## config.mk

```make
export PLATFORM = sky130hd
export DESIGN_NAME = wb_mux_bridge
export DESIGN_NICKNAME = d
export VERILOG_FILES = /design/src/rtl/wb_mux_pkg.sv /design/src/rtl/sync2.sv /design/src/rtl/wb_mux_bridge.sv
export SDC_FILE = /design/constraint.sdc
export NUM_CORES = 1
export LEC_CHECK = 0
export CAP_MARGIN = 20
export CORE_UTILIZATION = 41
export CTS_CLUSTER_SIZE = 24
export DETAILED_ROUTE_END_ITERATION = 10
export PLACE_DENSITY = 0.77
export SLEW_MARGIN = 5
export SYNTH_ARGS = -nofsm -noshare
export SYNTH_HDL_FRONTEND = slang
export SYNTH_HIERARCHICAL = 1
export SYNTH_SLANG_ARGS = --single-unit
```

## constraint.sdc

```tcl
create_clock -name clk -period 2.92 [get_ports clk]
set_input_delay 0.438 -clock clk [delete_from_list [all_inputs] [get_ports clk]]
set_output_delay 0.438 -clock clk [all_outputs]
set_load 0.05 [all_outputs]
```

## src/rtl/wb_mux_pkg.sv

```systemverilog
// Shared constants for the Wishbone mux bridge: register byte offsets,
// CTRL bit positions, STATUS layout and a byte-enable merge helper.
package wb_mux_pkg;

  // Register byte offsets within the 256-byte window.
  localparam logic [7:0] REG_CTRL   = 8'h00;
  localparam logic [7:0] REG_SEL    = 8'h04;
  localparam logic [7:0] REG_IN     = 8'h08;
  localparam logic [7:0] REG_OUT    = 8'h0C;
  localparam logic [7:0] REG_STATUS = 8'h10;

  // CTRL bit positions.
  localparam int CTRL_WB_MODE = 0;
  localparam int CTRL_IRQ_EN  = 1;

  // STATUS layout: change counter in the low half, sticky flag above it.
  localparam int CHG_CNT_BITS = 16;
  localparam int STICKY_BIT   = 16;

  // Replace only the bytes whose enable is set.
  function automatic logic [31:0] byte_merge(input logic [31:0] old_val,
                                             input logic [31:0] new_val,
                                             input logic [3:0]  be);
    logic [31:0] mask;
    mask = {{8{be[3]}}, {8{be[2]}}, {8{be[1]}}, {8{be[0]}}};
    return (old_val & ~mask) | (new_val & mask);
  endfunction

endpackage

```

## src/rtl/sync2.sv

```systemverilog
// Two-flop synchroniser for a bus that is asynchronous to clk.
// Each bit is synchronised independently; no coherency across bits.
module sync2 #(
  parameter int WIDTH = 1
) (
  input  logic             clk,
  input  logic             rst_n,
  input  logic [WIDTH-1:0] d,
  output logic [WIDTH-1:0] q
);

  logic [WIDTH-1:0] meta_reg;
  logic [WIDTH-1:0] sync_reg;

  // First stage may go metastable; second stage gives it a cycle to settle.
  always_ff @(posedge clk or negedge rst_n) begin
    if (!rst_n) begin
      meta_reg <= '0;
      sync_reg <= '0;
    end else begin
      meta_reg <= d;
      sync_reg <= meta_reg;
    end
  end

  assign q = sync_reg;

endmodule

```

## src/rtl/wb_mux_bridge.sv

```systemverilog
// Wishbone responder that lets the management SoC drive the design-select
// mux (SEL/IN registers) instead of the pads, reads back the synchronised
// mux output and counts its changes.
// Optional macro WB_MUX_IRQ_EN: implements CTRL.IRQ_EN and the irq output;
// when undefined IRQ_EN reads 0 and irq is tied low.
module wb_mux_bridge
  import wb_mux_pkg::*;
#(
  parameter int          SEL_BITS    = 6,
  parameter int          INPUT_BITS  = 12,
  parameter int          OUTPUT_BITS = 15,
  parameter logic [31:0] BASE_ADDR   = 32'h3000_0000
) (
  input  logic                   clk,
  input  logic                   rst_n,
  input  logic                   wbs_stb_i,
  input  logic                   wbs_cyc_i,
  input  logic                   wbs_we_i,
  input  logic [3:0]             wbs_sel_i,
  input  logic [31:0]            wbs_dat_i,
  input  logic [31:0]            wbs_adr_i,
  output logic                   wbs_ack_o,
  output logic [31:0]            wbs_dat_o,
  input  logic [SEL_BITS-1:0]    pin_sel,
  input  logic [INPUT_BITS-1:0]  pin_in,
  output logic [SEL_BITS-1:0]    sel,
  output logic [INPUT_BITS-1:0]  in,
  input  logic [OUTPUT_BITS-1:0] out,
  output logic                   irq
);

`ifdef WB_MUX_IRQ_EN
  localparam logic [1:0] CTRL_MASK = 2'b11;
`else
  localparam logic [1:0] CTRL_MASK = 2'b01;
`endif

  logic                    ack_reg;
  logic [31:0]             dat_reg;
  logic [1:0]              ctrl_reg;
  logic [SEL_BITS-1:0]     sel_reg;
  logic [INPUT_BITS-1:0]   in_reg;
  logic [CHG_CNT_BITS-1:0] chg_cnt_reg, chg_cnt_next;
  logic                    sticky_reg, sticky_next;
  logic [OUTPUT_BITS-1:0]  out_sync, out_prev_reg;
  logic                    hit, req, wr_en, status_clr, change;
  logic [7:0]              offset;
  logic [31:0]             rdata;
  logic                    unused_adr_lsbs;

  assign unused_adr_lsbs = &{1'b0, wbs_adr_i[1:0]};

  // A request is only accepted while no ack is outstanding, so a held strobe
  // is acknowledged every second cycle. The write itself lands on the edge
  // that ends the ack cycle, and only if the master still presents it.
  assign hit        = (wbs_adr_i[31:8] == BASE_ADDR[31:8]);
  assign req        = wbs_stb_i & wbs_cyc_i & hit & ~ack_reg;
  assign offset     = {wbs_adr_i[7:2], 2'b00};
  assign wr_en      = ack_reg & wbs_stb_i & wbs_cyc_i & wbs_we_i & hit;
  assign status_clr = wr_en && (offset == REG_STATUS);
  assign change     = (out_sync != out_prev_reg);

  sync2 #(.WIDTH(OUTPUT_BITS)) u_out_sync (
    .clk   (clk),
    .rst_n (rst_n),
    .d     (out),
    .q     (out_sync)
  );

  // Read data mux; unmapped offsets and unused bits read as zero.
  always_comb begin
    rdata = '0;
    case (offset)
      REG_CTRL:   rdata = 32'(ctrl_reg);
      REG_SEL:    rdata = 32'(sel_reg);
      REG_IN:     rdata = 32'(in_reg);
      REG_OUT:    rdata = 32'(out_sync);
      REG_STATUS: rdata = 32'({sticky_reg, chg_cnt_reg});
      default:    rdata = '0;
    endcase
  end

  // Single-cycle ack; read data is captured with the request and is zero
  // whenever ack is low.
  always_ff @(posedge clk or negedge rst_n) begin
    if (!rst_n) begin
      ack_reg <= 1'b0;
      dat_reg <= '0;
    end else begin
      ack_reg <= req;
      dat_reg <= (req && !wbs_we_i) ? rdata : '0;
    end
  end

  // Byte-enabled writes to the control registers.
  always_ff @(posedge clk or negedge rst_n) begin
    if (!rst_n) begin
      ctrl_reg <= '0;
      sel_reg  <= '0;
      in_reg   <= '0;
    end else if (wr_en) begin
      case (offset)
        REG_CTRL: ctrl_reg <= 2'(byte_merge(32'(ctrl_reg), wbs_dat_i, wbs_sel_i)) & CTRL_MASK;
        REG_SEL:  sel_reg  <= SEL_BITS'(byte_merge(32'(sel_reg), wbs_dat_i, wbs_sel_i));
        REG_IN:   in_reg   <= INPUT_BITS'(byte_merge(32'(in_reg), wbs_dat_i, wbs_sel_i));
        default:  ;
      endcase
    end
  end

  // Change counter: a STATUS write clears first, then a same-cycle change
  // is still counted. The counter saturates rather than wrapping.
  always_comb begin
    chg_cnt_next = status_clr ? '0 : chg_cnt_reg;
    sticky_next  = status_clr ? 1'b0 : sticky_reg;
    if (change) begin
      if (chg_cnt_next != '1) chg_cnt_next = chg_cnt_next + 1'b1;
      sticky_next = 1'b1;
    end
  end

  // Output history and change-count state.
  always_ff @(posedge clk or negedge rst_n) begin
    if (!rst_n) begin
      out_prev_reg <= '0;
      chg_cnt_reg  <= '0;
      sticky_reg   <= 1'b0;
    end else begin
      out_prev_reg <= out_sync;
      chg_cnt_reg  <= chg_cnt_next;
      sticky_reg   <= sticky_next;
    end
  end

`ifdef WB_MUX_IRQ_EN
  logic irq_reg;

  // Registered interrupt: sticky change flag gated by IRQ_EN.
  always_ff @(posedge clk or negedge rst_n) begin
    if (!rst_n) irq_reg <= 1'b0;
    else        irq_reg <= sticky_reg & ctrl_reg[CTRL_IRQ_EN];
  end

  assign irq = irq_reg;
`else
  assign irq = 1'b0;
`endif

  // Mux drive is combinational from the registers so the pad path has no
  // added latency.
  assign sel       = ctrl_reg[CTRL_WB_MODE] ? sel_reg : pin_sel;
  assign in        = ctrl_reg[CTRL_WB_MODE] ? in_reg  : pin_in;
  assign wbs_ack_o = ack_reg;
  assign wbs_dat_o = dat_reg;

endmodule

```

==> flow_metrics.py, run 1 <==
metrics = {
    "power_and_ir_drop": {
        "total_power_mw": 2.83,
        "peakVddDrop_v": 0.000275,
        "power_density_nw_per_um2": 461,
        "power_leakage_nw": 2.55,
    },
    "global_route": {
        "grt_use_total_pct": 19.2,
        "grt_max_degree": 78,
        "grt_overflow": 0,
        "grt_pass1_vias": 3358,
        "antenna_found_initial": 0,
        "grt_pass1_wl_um": 16800,
    },
    "run_status": {
        "status": "complete, no violations",
    },
    "synth": {
        "async_flop_share_pct": 100,
        "yosysTopAreaCellShare_pct": 55.4,
        "synth_cell_type_count": 54,
        "ys_ff_latch": 99,
        "seq_area_frac_synth_pct": 55.4,
        "netlist_area_um2": 4470,
        "synth_flop_cell": "dfrtp_1",
        "synth_edf_count": 0,
        "syn_inst": 363,
        "synth_top_cell_by_area": "dfrtp_1",
        "syn-mean-instance-area_um2": 12.3,
        "ys_warn_count": 6,
        "netlist_top_cells_area": "dfrtp_1, mux2_2, buf_4",
    },
    "sta": {
        "worst_slew_pin_slew_ns": 0.627,
        "hold_viol_final": 0,
        "fmax_mhz": 351,
        "skew_ns": 0.0104,
        "tns_ns": 0,
        "finalCritPeriodShare_pct": 97.6,
        "slew-limit-headroom_pct": 58.2,
        "setup_viol": 0,
        "hold_ws_ns": 0.355,
        "rsz0062_at_grt": "false",
        "drv_slew": 0,
        "fin_ws_ns": 0.0695,
        "post-route-min-period_ns": 2.85,
    },
    "routing": {
        "initialDrtViolationCount": 122,
        "drc": 0,
        "vias": 3269,
        "wire_per_inst_um": 16.2,
        "final_antenna_net_count": 0,
        "routed_wl_um": 10300,
        "firstDrtPassIters": 5,
        "routed_via_density": 5.12,
    },
    "clocking": {
        "cts-root-buf": "clkbuf_8",
        "clk_latency_ns": 0.37,
        "cts_buffer_depth": 2,
        "path_clk_slew_ns": 0.10,
        "htreeDepth": 3,
        "cts_inserted_buffers": 9,
        "cts_tree": "built",
        "clock-sinks": 99,
    },
    "setup_path": {
        "cp-end-kind": "flip-flop",
        "required_ns": 3.17,
        "cp.arrival_ns": 3.10,
        "crit_chain": "clkdlybuf4s50_1 > nor4_4 > nand4_1 > or4_4 > and2_4 > ha_4 > and3_4 > and3_4 > buf_4 > o31ai_1 > a21oi_2",
        "start_kind": "input port",
        "critPathTopFamily": "simple AND/OR/NAND/NOR gates",
        "crit_slowest_cell": "or4_4",
        "cp_num_buf_inv": 2,
        "cpMostUsedCell": "and3_4",
        "criticalPathCategory": "input port to flip-flop",
        "cp_max_fo": 12,
        "critPathMaxStageDelay_ns": 0.52,
    },
    "floorplan": {
        "rows": 37,
        "dieWidth_um": 106,
        "start_util_pct": 42.7,
        "die_h_um": 106,
        "dieArea_um2": 11300,
        "core_region_area_um2": 10500,
        "num_io_pins": 158,
    },
    "placement": {
        "dp_cells": 619,
        "dp_hpwl_um": 7800,
        "gp_congestion": 0.855,
        "post-place-ws_ns": -0.367,
        "dpl_cell_area_um2": 5880,
        "portBuffers": 117,
    },
    "layout": {
        "final_common_cell": "clkdlybuf4s50_1",
        "fillers": 865,
        "fin_nets": 604,
        "final_cell_mix": "clkdlybuf4s50_1, dfrtp_1, mux2_2, buf_4, nor2_1",
        "final_layout_size_suffix_gt1_share_pct": 22.5,
        "n_antenna_cell": 0,
        "syn2layout_area_growth_pct": 37.2,
        "final_core_util_pct": 58.6,
        "layoutNonFillerInstCount": 638,
        "final_area_um2": 6130,
    },
    "job": {
        "max-cap-violations": 0,
    },
    "hold_path": {
        "min_path_type": "flip-flop to flip-flop",
    },
}
-- synthesized netlist by cell type, types with 5 or more instances --
library cell and count:
or4_1 6, nand2_1 17, nand3_1 11, buf_4 17, a21oi_1 8, xnor2_1 12
nand4_1 8, dfrtp_1 99, o31ai_1 6, clkbuf_1 7, a22o_1 5, nor2_1 23
a22oi_1 12, buf_2 7, and3_1 9, mux2_2 44, and2_1 5
-- worst paths after layout --
path | from | endpoint | slack, ns | cells after the start
max reg2reg | wbs_ack_o | chg_cnt_reg[7] | 0.59 | 9
min reg2reg | u_out_sync/meta_reg[13] | u_out_sync/q[13] | 0.36 | 0
min in group asynchronous | rst_n | asynchronous set/reset pin | 0.48 | 2
max in group asynchronous | rst_n | chg_cnt_reg[7] | 1.74 | 3
max | wbs_adr_i[26] | chg_cnt_reg[7] | 0.07 | 11
min | u_out_sync/meta_reg[13] | u_out_sync/q[13] | 0.36 | 0
-- per-layer routing --
layer	up-vias	GRT usage, %	part of all wire, %
met2	98	32.0	51
met1	1609	25.5	43
li1	1552	-	-
met5	-	0	0
met4	0	4.86	0.96
met3	10	3.99	4.2
-- layout make-up --
type	count	area [um^2]	area share, %
clock buffers	9	124	2.02
flip-flops and latches	99	2480	40.5
clock inverters	7	72.6	1.18
well taps	136	170	2.78
inverters	2	7.51	0.122
repair buffers	144	1390	22.6
multi-input cells	241	1890	30.8
-- where the power goes --
part | internal [mW] | total [mW] | switching (mW)
Combinational | 0.213 | 0.427 | 0.215
Sequential | 1.45 | 1.54 | 0.0929
Clock | 0.335 | 0.859 | 0.524
-- worst register-to-register path, stage by stage (launching register included) --
cell     delay [ns]
dfrtp_2        0.39
nand2_1        0.09
or4_4          0.53
and2_4         0.19
ha_4           0.15
and3_4         0.14
and3_4         0.22
buf_4          0.15
o31ai_1        0.27
a21oi_2        0.09
-- kinds of logic after synthesis --
kind of cell | synth area share [%]
mux | 13.0
simple gates | 16.0
compound gates | 7.03
flops | 55.4
other cells | 0.0839
xor+xnor | 2.94
fa+ha+maj | 0.280
buf+inv | 5.18
-- what timing repair did --
action | 4_1_cts | 5_1_grt
setup endpoints to repair | 0 | 24
hold buffers | 1 | 0
buffers inserted | 0 | 2
hold endpoints to repair | 22 | 0
resized for setup | 0 | 5
No activity file was read; power rests on OpenSTA's default activity.
==> run 2, diff against run 1 <==
--- a/config.mk
+++ b/config.mk
@@ -10,6 +10,7 @@
 export CTS_CLUSTER_SIZE = 24
 export DETAILED_ROUTE_END_ITERATION = 10
 export PLACE_DENSITY = 0.77
+export REMOVE_ABC_BUFFERS = 1
 export SLEW_MARGIN = 5
 export SYNTH_ARGS = -nofsm -noshare
 export SYNTH_HDL_FRONTEND = slang
==> run 2 against run 1 <==
  * Final area rose by 0.76%
  * Largest cell class unchanged
  * Core utilization rose by 0.44 points
  * Highest routed layer unchanged
  * Sequential cell count did not move
  * Non-clock buffer count fell by 4
  * Total power rose by 4.1%
  * First-iteration DRC count rose by 12%
  * Worst hold slack got worse by 0.30 ns
  * Clock skew fell by 0.00066 ns
==> flow_metrics.py, run 2 (same netlist as run 1, synthesis figures left out) <==
metrics = {
    "clocking": {
        "hold_buffers": 0,
        "path_clk_slew_ns": 0.10,
        "cts_tree": "built",
        "cts_inserted_buffers": 9,
        "clk_latency_ns": 0.36,
        "clock-sinks": 99,
        "post_cts_buffers": 0,
        "cts-root-buf": "clkbuf_8",
        "htreeDepth": 3,
        "cts_buffer_depth": 2,
    },
    "setup_path": {
        "start_kind": "input port",
        "cp_max_fo": 5,
        "critPathMaxStageDelay_ns": 0.56,
        "r2r_end": "chg_cnt_reg[3]",
        "ff2ff_path_depth": 8,
        "cp_num_buf_inv": 1,
        "cp.arrival_ns": 3.18,
        "crit_chain": "clkdlybuf4s50_1 > nor4bb_4 > nand4_1 > or4_4 > and2_4 > ha_4 > and3_4 > and3_4 > or4_4 > a21oi_2",
        "critPathTopFamily": "simple AND/OR/NAND/NOR gates",
        "cp-end-kind": "flip-flop",
        "crit_slowest_cell": "or4_4",
        "ff2ff_setup_slack_ns": 0.59,
        "required_ns": 3.21,
        "criticalPathCategory": "input port to flip-flop",
        "r2r-start": "wbs_ack_o",
    },
    "routing": {
        "initialDrtViolationCount": 137,
        "firstDrtPassIters": 4,
        "wire_per_inst_um": 16.9,
        "final_antenna_net_count": 0,
        "routed_wl_um": 10800,
        "vias": 3380,
        "routed_via_density": 5.32,
        "drc": 0,
    },
    "power_and_ir_drop": {
        "peakVddDrop_v": 0.000271,
        "power_frac_seq_pct": 52.8,
        "internal_power_mw": 2.13,
        "total_power_mw": 2.94,
        "clock_power_share_pct": 32.3,
        "power_density_nw_per_um2": 476,
        "power_frac_comb_pct": 15.0,
        "power_leakage_nw": 2.57,
        "switchingPower_mw": 0.814,
        "netSwitchingFraction_pct": 27.7,
    },
    "layout": {
        "n_antenna_cell": 0,
        "fin_nets": 601,
        "layoutNonFillerInstCount": 635,
        "final_common_cell": "clkdlybuf4s50_1",
        "final_cell_mix": "clkdlybuf4s50_1, dfrtp_1, mux2_2, nor2_1, buf_4",
        "final_area_um2": 6170,
        "final_layout_size_suffix_gt1_share_pct": 23.6,
        "syn2layout_area_growth_pct": 38.2,
    },
    "global_route": {
        "grt_use_total_pct": 19.1,
        "grt_max_degree": 60,
        "grt_overflow": 0,
        "grt_pass1_vias": 3393,
        "grt_pass1_wl_um": 16800,
        "antenna_found_initial": 0,
    },
    "placement": {
        "dp_hpwl_um": 7780,
        "portBuffers": 117,
        "gp_congestion": 0.872,
        "dp_cells": 618,
        "dpl_cell_area_um2": 5820,
    },
    "sta": {
        "skew_ns": 0.00976,
        "post-route-min-period_ns": 2.88,
        "fmax_mhz": 347,
        "drv_slew": 0,
        "tns_ns": 0,
        "setup_viol": 0,
        "worst_slew_pin_slew_ns": 0.687,
        "finalCritPeriodShare_pct": 98.7,
        "slew-limit-headroom_pct": 54.2,
        "hold_ws_ns": 0.0546,
        "hold_viol_final": 0,
    },
    "floorplan": {
        "rows": 37,
        "core_region_area_um2": 10500,
        "num_io_pins": 158,
        "dieWidth_um": 106,
        "die_h_um": 106,
        "dieArea_um2": 11300,
        "start_util_pct": 42.7,
    },
    "hold_path": {
        "min_path_type": "input port to asynchronous set/reset pin",
    },
    "run_status": {
        "status": "complete, no violations",
    },
    "job": {
        "max-cap-violations": 0,
    },
}
==> run 2: changes by cell type in the layout (fill, tap and decap cells not counted), sizes merged <==
cell         before  now
clkinvlp          0    1
clkinv            3    0
dlygate4sd3       1    0
inv               6    5
buf              27   24
bufinv            0    1
clkbuf            9   11
and3              9   10
==> run 2: layer usage <==
layer	global-route usage, %	routed length (um)	up-vias	part of all wire, %
met5	0	0	-	0
met4	8.53	379	0	3.5
met3	3.56	628	28	5.8
met2	30.8	5250	148	49
met1	25.1	4500	1653	42
li1	-	-	1551	-
==> run 2: repair_timing <==
item,CTS,global route
gates cloned,0,1
pin swaps,5,11
resized for setup,5,23
endpoints found under the setup margin,10,12
==> run 2: worst max-delay path by stage <==
stage	from	end	depth (start not counted)
6_report	wbs_adr_i[9]	chg_cnt_reg[3]	10
3_5_place_dp	wbs_stb_i	chg_cnt_reg[8]	10
4_1_cts	wbs_adr_i[14]	chg_cnt_reg[7]	10
3_3_place_gp	wbs_stb_i	chg_cnt_reg[3]	10
2_1_floorplan	wbs_ack_o	chg_cnt_reg[3]	8
5_1_grt	wbs_adr_i[9]	chg_cnt_reg[8]	10
==> run 2: worst reg2reg max path, delay by kind of cell, from the launching register on <==
| kind | cells | cell delay [ns] |
|---|---|---|
| AOI/OAI and AO/OA | 1 | 0.14 |
| and+or+nand+nor | 6 | 1.58 |
| adders and majority gates | 1 | 0.15 |
| DFF | 1 | 0.39 |
==> run 2: stage by stage <==
stage	util, %	setup slack (ns)
2_1_floorplan	-	-0.269
4_1_cts	57.9	0.00278
5_1_grt	59.0	-0.0398
6_report	59.0	0.0372
3_5_place_dp	55.7	-0.497
3_3_place_gp	55.7	-0.428
==> run 2: layout make-up <==
| cell class | count | area, um^2 |
|---|---|---|
| timing repair buffer | 140 | 1350 |
| multi-input combinational | 242 | 1950 |
| inverter | 2 | 7.51 |
| sequential | 99 | 2480 |
| clock buffer | 11 | 151 |
| tap | 136 | 170 |
| clock inverter | 5 | 66.3 |
| fill | 861 | 4290 |
==> run 2: power groups by stage <==
stage	combinational (mW)	clock [mW]	sequential, mW
floorplan	0.211	0	1.54
CTS	0.418	0.958	1.54
finish	0.441	0.949	1.55
global placement	0.405	0	1.56
detailed placement	0.413	0	1.56
global route	0.471	1.01	1.56
